### src/rtl/spi_target.sv
// SPI target endpoint: oversamples the manager's sclk/mosi/cs in the system clock domain,
// deserialises MOSI into bytes and serialises a one-entry transmit buffer onto MISO.
module spi_target #(
  parameter bit CPOL = 1'b0,
  parameter bit CPHA = 1'b0
) (
  input  logic       clock,
  input  logic       reset_n,
  input  logic       sclk,
  input  logic       mosi,
  input  logic       cs,
  output logic       miso,
  output logic       miso_enable,
  output logic [7:0] rx_data,
  output logic       rx_valid,
  input  logic [7:0] tx_data,
  input  logic       tx_load,
  output logic       tx_ready,
  output logic       tx_underrun,
  output logic       busy
);

  logic [2:0] sclk_sync_q, sclk_sync_d;
  logic [2:0] cs_sync_q, cs_sync_d;
  logic [1:0] mosi_sync_q, mosi_sync_d;
  logic [1:0] fill_q, fill_d;
  logic       armed_q, armed_d;
  logic       active_q, active_d;
  logic [2:0] bit_cnt_q, bit_cnt_d;
  logic [7:0] rx_shift_q, rx_shift_d;
  logic [7:0] tx_shift_q, tx_shift_d;
  logic [7:0] tx_buf_q, tx_buf_d;
  logic       tx_full_q, tx_full_d;
  logic [7:0] rx_data_q, rx_data_d;
  logic       rx_valid_q, rx_valid_d;
  logic       tx_underrun_q, tx_underrun_d;

  logic lead_edge, trail_edge, sample_edge, shift_edge;
  logic cs_fall, cs_rise, byte_load;

  always_comb begin
    lead_edge   = active_q && !cs_sync_q[1] && (sclk_sync_q[2] == CPOL) &&
                  (sclk_sync_q[1] != CPOL);
    trail_edge  = active_q && !cs_sync_q[1] && (sclk_sync_q[2] != CPOL) &&
                  (sclk_sync_q[1] == CPOL);
    sample_edge = CPHA ? trail_edge : lead_edge;
    shift_edge  = CPHA ? lead_edge : trail_edge;
    // armed_q keeps a cs that was already low when reset released from counting as a select.
    cs_fall     = armed_q && !active_q && cs_sync_q[2] && !cs_sync_q[1];
    cs_rise     = active_q && cs_sync_q[1] && !cs_sync_q[2];
    byte_load   = CPHA ? (lead_edge && (bit_cnt_q == 3'd0))
                       : (cs_fall || (trail_edge && (bit_cnt_q == 3'd0)));
  end

  always_comb begin
    sclk_sync_d   = {sclk_sync_q[1:0], sclk};
    cs_sync_d     = {cs_sync_q[1:0], cs};
    mosi_sync_d   = {mosi_sync_q[0], mosi};
    fill_d        = {fill_q[0], 1'b1};
    armed_d       = armed_q | (fill_q[1] & cs_sync_q[1]);
    active_d      = active_q;
    bit_cnt_d     = bit_cnt_q;
    rx_shift_d    = rx_shift_q;
    tx_shift_d    = tx_shift_q;
    tx_buf_d      = tx_buf_q;
    tx_full_d     = tx_full_q & ~byte_load;
    rx_data_d     = rx_data_q;
    rx_valid_d    = 1'b0;
    tx_underrun_d = 1'b0;

    if (cs_fall) begin
      active_d  = 1'b1;
      bit_cnt_d = 3'd0;
    end

    if (cs_rise) begin
      active_d   = 1'b0;
      bit_cnt_d  = 3'd0;
      rx_shift_d = 8'h00;
      tx_shift_d = 8'h00;
    end else begin
      if (sample_edge) begin
        rx_shift_d = {rx_shift_q[6:0], mosi_sync_q[1]};
        bit_cnt_d  = bit_cnt_q + 3'd1;
        if (bit_cnt_q == 3'd7) begin
          rx_data_d  = {rx_shift_q[6:0], mosi_sync_q[1]};
          rx_valid_d = 1'b1;
        end
      end
      if (byte_load) begin
        tx_shift_d    = tx_full_q ? tx_buf_q : 8'h00;
        tx_underrun_d = ~tx_full_q;
      end else if (shift_edge) begin
        tx_shift_d = {tx_shift_q[6:0], 1'b0};
      end
    end

    // A write is only taken against the pre-load state, so a full buffer is never overwritten.
    if (tx_load && !tx_full_q) begin
      tx_buf_d  = tx_data;
      tx_full_d = 1'b1;
    end
  end

  always_ff @(posedge clock) begin
    if (!reset_n) begin
      sclk_sync_q   <= {3{CPOL}};
      cs_sync_q     <= 3'b111;
      mosi_sync_q   <= 2'b00;
      fill_q        <= 2'b00;
      armed_q       <= 1'b0;
      active_q      <= 1'b0;
      bit_cnt_q     <= 3'd0;
      rx_shift_q    <= 8'h00;
      tx_shift_q    <= 8'h00;
      tx_buf_q      <= 8'h00;
      tx_full_q     <= 1'b0;
      rx_data_q     <= 8'h00;
      rx_valid_q    <= 1'b0;
      tx_underrun_q <= 1'b0;
    end else begin
      sclk_sync_q   <= sclk_sync_d;
      cs_sync_q     <= cs_sync_d;
      mosi_sync_q   <= mosi_sync_d;
      fill_q        <= fill_d;
      armed_q       <= armed_d;
      active_q      <= active_d;
      bit_cnt_q     <= bit_cnt_d;
      rx_shift_q    <= rx_shift_d;
      tx_shift_q    <= tx_shift_d;
      tx_buf_q      <= tx_buf_d;
      tx_full_q     <= tx_full_d;
      rx_data_q     <= rx_data_d;
      rx_valid_q    <= rx_valid_d;
      tx_underrun_q <= tx_underrun_d;
    end
  end

  assign miso        = tx_shift_q[7];
  assign miso_enable = active_q;
  assign busy        = active_q;
  assign rx_data     = rx_data_q;
  assign rx_valid    = rx_valid_q;
  assign tx_ready    = ~tx_full_q;
  assign tx_underrun = tx_underrun_q;

endmodule

### config.mk
export PLATFORM = sky130hd
export DESIGN_NAME = spi_target
export DESIGN_NICKNAME = d
export VERILOG_FILES = /design/src/rtl/spi_target.sv
export SDC_FILE = /design/constraint.sdc
export NUM_CORES = 1
export LEC_CHECK = 0
export ABC_AREA = 1
export CAP_MARGIN = 10
export CORE_ASPECT_RATIO = 1.1
export CORE_MARGIN = 5
export CORE_UTILIZATION = 45
export DETAILED_ROUTE_END_ITERATION = 8
export GPL_TIMING_DRIVEN = 1
export PLACE_DENSITY = 0.7
export SETUP_SLACK_MARGIN = 0.05
export SKIP_CTS_REPAIR_TIMING = 1
export SYNTH_ARGS = -nofsm -noshare
export SYNTH_HDL_FRONTEND = slang
export SYNTH_SLANG_ARGS = --single-unit
### constraint.sdc
create_clock -name clock -period 1.1 [get_ports clock]
set_input_delay 0.22 -clock clock [delete_from_list [all_inputs] [get_ports clock]]
set_output_delay 0.22 -clock clock [all_outputs]
set_load 0.02 [all_outputs]
After elaboration in Yosys (flattened, before gate mapping):

Cells that the tools add are included.

* add/subtract/negate cells: 1
* equality and inequality tests: 1
* multiplexer cells: 8
* bitwise operators: 10
* reductions and logical operators: 24

Operators by type and width (number)
* 2-to-1 mux 8 bit: 3
* logical AND 1 bit: 12
* NOT 1 bit: 7
* 2-to-1 mux 3 bit: 2
* OR reduction 3 bit: 2
* zero test 1 bit: 4
* nonzero test 2 bit: 2
* adder 3 x 1 -> 3 bit (second input constant): 1
* == test 3 bit (second input constant): 1
* zero test 3 bit: 1
* 2-to-1 mux 1 bit: 3
* AND reduction 3 bit: 1
* bitwise AND 1 bit: 2
* OR reduction 2 bit: 1
* logical OR 1 bit: 1
* OR 1 bit: 1

* bits in registers: 49
* input port bits: 14
* logic and storage cells: 59

Logic depth before layout (Yosys ltp):

* word-level depth: 9
* depth in mapped cells: 10

Least setup slack after synthesis:

OpenSTA, ideal clock, no wires.

* kind: register to register
* start point: reg active_q (netlist: busy)
* end point: reg bit_cnt_q[0]
* library setup time: 116 ps
* data arrival time: 1191 ps
* slack: -207 ps
* cell stages (with the launch flop): 7
* buffers on the path: 1
* period minus slack after synthesis: 1307 ps
* path through: dfxtp_1 -> inv_1 -> nor2_4 -> nand3_4 -> buf_4 -> a21oi_1 -> nor2_1

* word-level cells in the longest chain between the ends: 5
* elaborated cells between the ends (all ways): 12

RTL lines
* from (decl): line 28 `logic active_q, active_d;`
* from (signal assigned): line 127 `active_q <= active_d;`
* zero test 1 bit: line 49 `cs_fall = armed_q && !active_q && cs_sync_q[2] && !cs_sync_q[1];`
* logical AND 1 bit (3 in series): line 49
* nonzero test 2 bit (no source line)
* to (signal assigned): line 128 `bit_cnt_q <= bit_cnt_d;`
* to (decl): line 29 `logic [2:0] bit_cnt_q, bit_cnt_d;`

Parallel ways exist; a longest one is shown, timed or not.
A chain may end at the register's enable or synchronous reset.

Worst setup path after layout:

* start point: reg bit_cnt_q[1]
* end point: reg tx_shift_q[1]

* word-level cells in the longest chain between the ends: 4
* elaborated cells between the ends (all ways): 5

RTL lines
* zero test 3 bit *: line 52 `: (cs_fall || (trail_edge && (bit_cnt_q == 3'd0)));`
* logical AND 1 bit *: line 52
* logical OR 1 bit *: line 52
* 2-to-1 mux 8 bit or nonzero test 2 bit (tied branches)
* to (signal assigned): line 130 `tx_shift_q <= tx_shift_d;`
* to (decl): line 31 `logic [7:0] tx_shift_q, tx_shift_d;`

Every way passes the cells marked *; elsewhere a longest branch is shown, timed or not.

==> impl_metrics.yaml <==
clocking:
  clkLatencyLatePin_ns: 0.30
  numCtsBuffers: 5
  cts_tree: "built"
  htreeDepth: 2
  clock_sinks: 49
  cts.path.max_buffers: 2
  cts-root-buf: "clkbuf_8"
  clk_pin_slew_ns: 0.09
synth:
  yosysSeqAreaShare: 0.485
  synth_area_mm2: 0.00202
  syn_inst: 275
  synth_cell_type_count: 21
  synth_area_leaders: "dfxtp_1 (48%), nand2_1 (12%), inv_1 (8.5%)"
  syn_area_per_cell_um2: 7.36
  ys_seq_elements: 49
  yosys_warnings: 0
  yosys.area.top_type: "dfxtp_1"
  yosysTopAreaCellShare: 0.485
  syn_nets: 292
sta:
  rsz0062_at_grt: "true"
  setup_tns_ns: -2.31
  hold_viol: 0
  min_period_over_period: 1.16
  skew_ns: 0.00914
  slew_violations: 0
  finalSetupViolCount: 29
  post-route-min-period_ns: 1.28
  setup_ws_ns: -0.177
  worst_pin_slew_ns: 0.244
  slew-limit-headroom: 0.837
  fmax_mhz: 783
die:
  fp.dieW_um: 73.9
  rows: 25
  dieArea_mm2: 0.00594
  die_y_um: 80.3
  core_mm2: 0.00432
  num_io_pins: 28
  start_util: 0.469
setup_path:
  r2r_slack_ns: -0.18
  crit_path_cell_trace: "inv_2 > ha_4 > inv_2 > nor2_4 > clkinv_4 > nand3_2 > nand2_1 > nor2_1 > nor2_1"
  r2r_end: "tx_shift_q[1]"
  endpoint_kind: "flip-flop"
  worstSetupPathType: "reg2reg"
  r2r_cells: 9
  reg2reg_from: "bit_cnt_q[1]"
  max_stage_delay_ns: 0.35
  start_kind: "flip-flop"
  worstPathMaxFanout: 6
  worstPathRequired_ns: 1.29
  worstPathArrival_ns: 1.47
  crit_slowest_cell: "dfxtp_2"
drt:
  vias_per_cell: 4.76
  ant_nets: 0
  routed_wirelength_mm: 4.39
  vias: 1813
  wire_per_inst_um: 11.5
  drcViolationCount: 0
  drt_iter0_markers: 70
  drt_pass1_iterations: 4
global_routing:
  grt_pass1_vias: 1577
  grt_usage: 0.148
  grt_pass1_wl_mm: 6.76
  antenna_found_initial: 0
  grt.overflow.total: 0
  grt_max_degree: 24
place:
  place_ws_ns: -0.269
  placedCellCount: 366
  hpwlAfterDp_mm: 2.89
  gp_congestion: 0.826
  io_buffers: 27
layout:
  nFillCells: 364
  area_growth_pct: 38.1
  diodes: 0
  final_nets: 343
  final_core_util: 0.647
  drive_gt1_frac: 0.318
  layout_common_cells: "nand2_1 (58), dfxtp_1 (43), inv_1 (39)"
  final_common_cell: "nand2_1"
  post_layout_nonfiller_instances: 381
power_and_ir_drop:
  ir_drop_uv: 942
  power_density_mw_per_mm2: 1240
  p_leak_nw: 1.28
min_path:
  holdPathStages: 2
  worstHoldStart: "fill_q[0]"
  min_path_type: "reg2reg"
  hold_path_end: "fill_q[1]"
run_status:
  status: "complete, but fails checks"
  failed_checks: "setup timing"
run:
  drv_cap: 0
cells in the mapped netlist, drive strengths merged:
| cell | instances |
|---|---|
| clkbuf | 2 |
| nand2 | 67 |
| or2 | 3 |
| nand3b | 4 |
| a21oi | 21 |
| ha | 3 |
| dfxtp | 49 |
| o21ai | 19 |
| nand3 | 13 |
| buf | 7 |
| inv | 47 |
| nor2 | 40 |
state kept, by name, summed over array words and instances (netlist names), 2 cells and up:
signal / count
mosi_sync_q: 2
bit_cnt_q: 3
tx_buf_q: 8
cs_sync_q: 3
sclk_sync_q: 3
fill_q: 2
rx_shift_q: 7
rx_data: 8
tx_shift_q: 8
cell families (layout without fill, tap and decap cells):
| logic type | count (synthesis) | after routing | synth area share |
|---|---|---|---|
| AOI/OAI and AO/OA | 40 | 40 | 0.105 |
| adders and majority gates | 3 | 3 | 0.0186 |
| buffers and inverters | 56 | 108 | 0.116 |
| DFF | 49 | 49 | 0.485 |
| and+or+nand+nor | 127 | 127 | 0.276 |
per-layer routing:
| metal | share of wire | GRT usage | up-vias |
|---|---|---|---|
| li1 | - | - | 943 |
| met1 | 0.46 | 0.194 | 821 |
| met2 | 0.48 | 0.223 | 42 |
| met3 | 0.043 | 0.0338 | 7 |
| met4 | 0.025 | 0.0761 | 0 |
| met5 | 0 | 0 | - |
how the worst max path moves through the flow:
stage                            start             to  slack, ns  cells after the start
after floorplan           bit_cnt_q[1]  tx_shift_q[1]      -0.04                     10
after global placement         reset_n   bit_cnt_q[1]      -0.22                      6
after detailed placement       reset_n  rx_shift_q[2]      -0.27                      6
after CTS                         busy    miso_enable      -0.43                      1
after global routing      bit_cnt_q[1]  tx_shift_q[2]      -0.24                      9
final                     bit_cnt_q[1]  tx_shift_q[1]      -0.18                      9
worst max-delay path, delay by kind of cell, from the launching register on:
| family | cells | cell delay [ns] |
|---|---|---|
| adder cells (fa/ha/maj) | 1 | 0.12 |
| buffers and inverters | 3 | 0.23 |
| flip-flops | 1 | 0.35 |
| AND/OR/NAND/NOR | 5 | 0.46 |
metrics by stage:
step / instance area [um^2] / hold slack [ns] / power (mW)
after floorplan: 2070 / 0.248 / 2.03
after global placement: 2500 / 0.394 / 2.15
after detailed placement: 2500 / 0.402 / 2.15
after CTS: 2620 / 0.419 / 3.46
after global routing: 2790 / 0.429 / 3.60
final: 2790 / 0.414 / 3.46
power breakdown:
group          switching [mW]  leakage, nW  internal, mW
registers              0.0296        0.402          1.82
clock network           0.579       0.0585         0.741
logic                   0.145        0.822         0.143
total                   0.753         1.28          2.71
cell type report:
| class | count | area [um^2] | share of cell area |
|---|---|---|---|
| repair inverters | 1 | 8.76 | 0.00313 |
| repair buffers | 52 | 464 | 0.166 |
| clock inverters | 1 | 30.0 | 0.0107 |
| clock buffers | 7 | 86.3 | 0.0309 |
| well taps | 54 | 67.6 | 0.0242 |
| inverters | 47 | 186 | 0.0667 |
| flip-flops and latches | 49 | 991 | 0.355 |
| multi-input cells | 170 | 960 | 0.343 |
(Power assumes the default switching activity.)
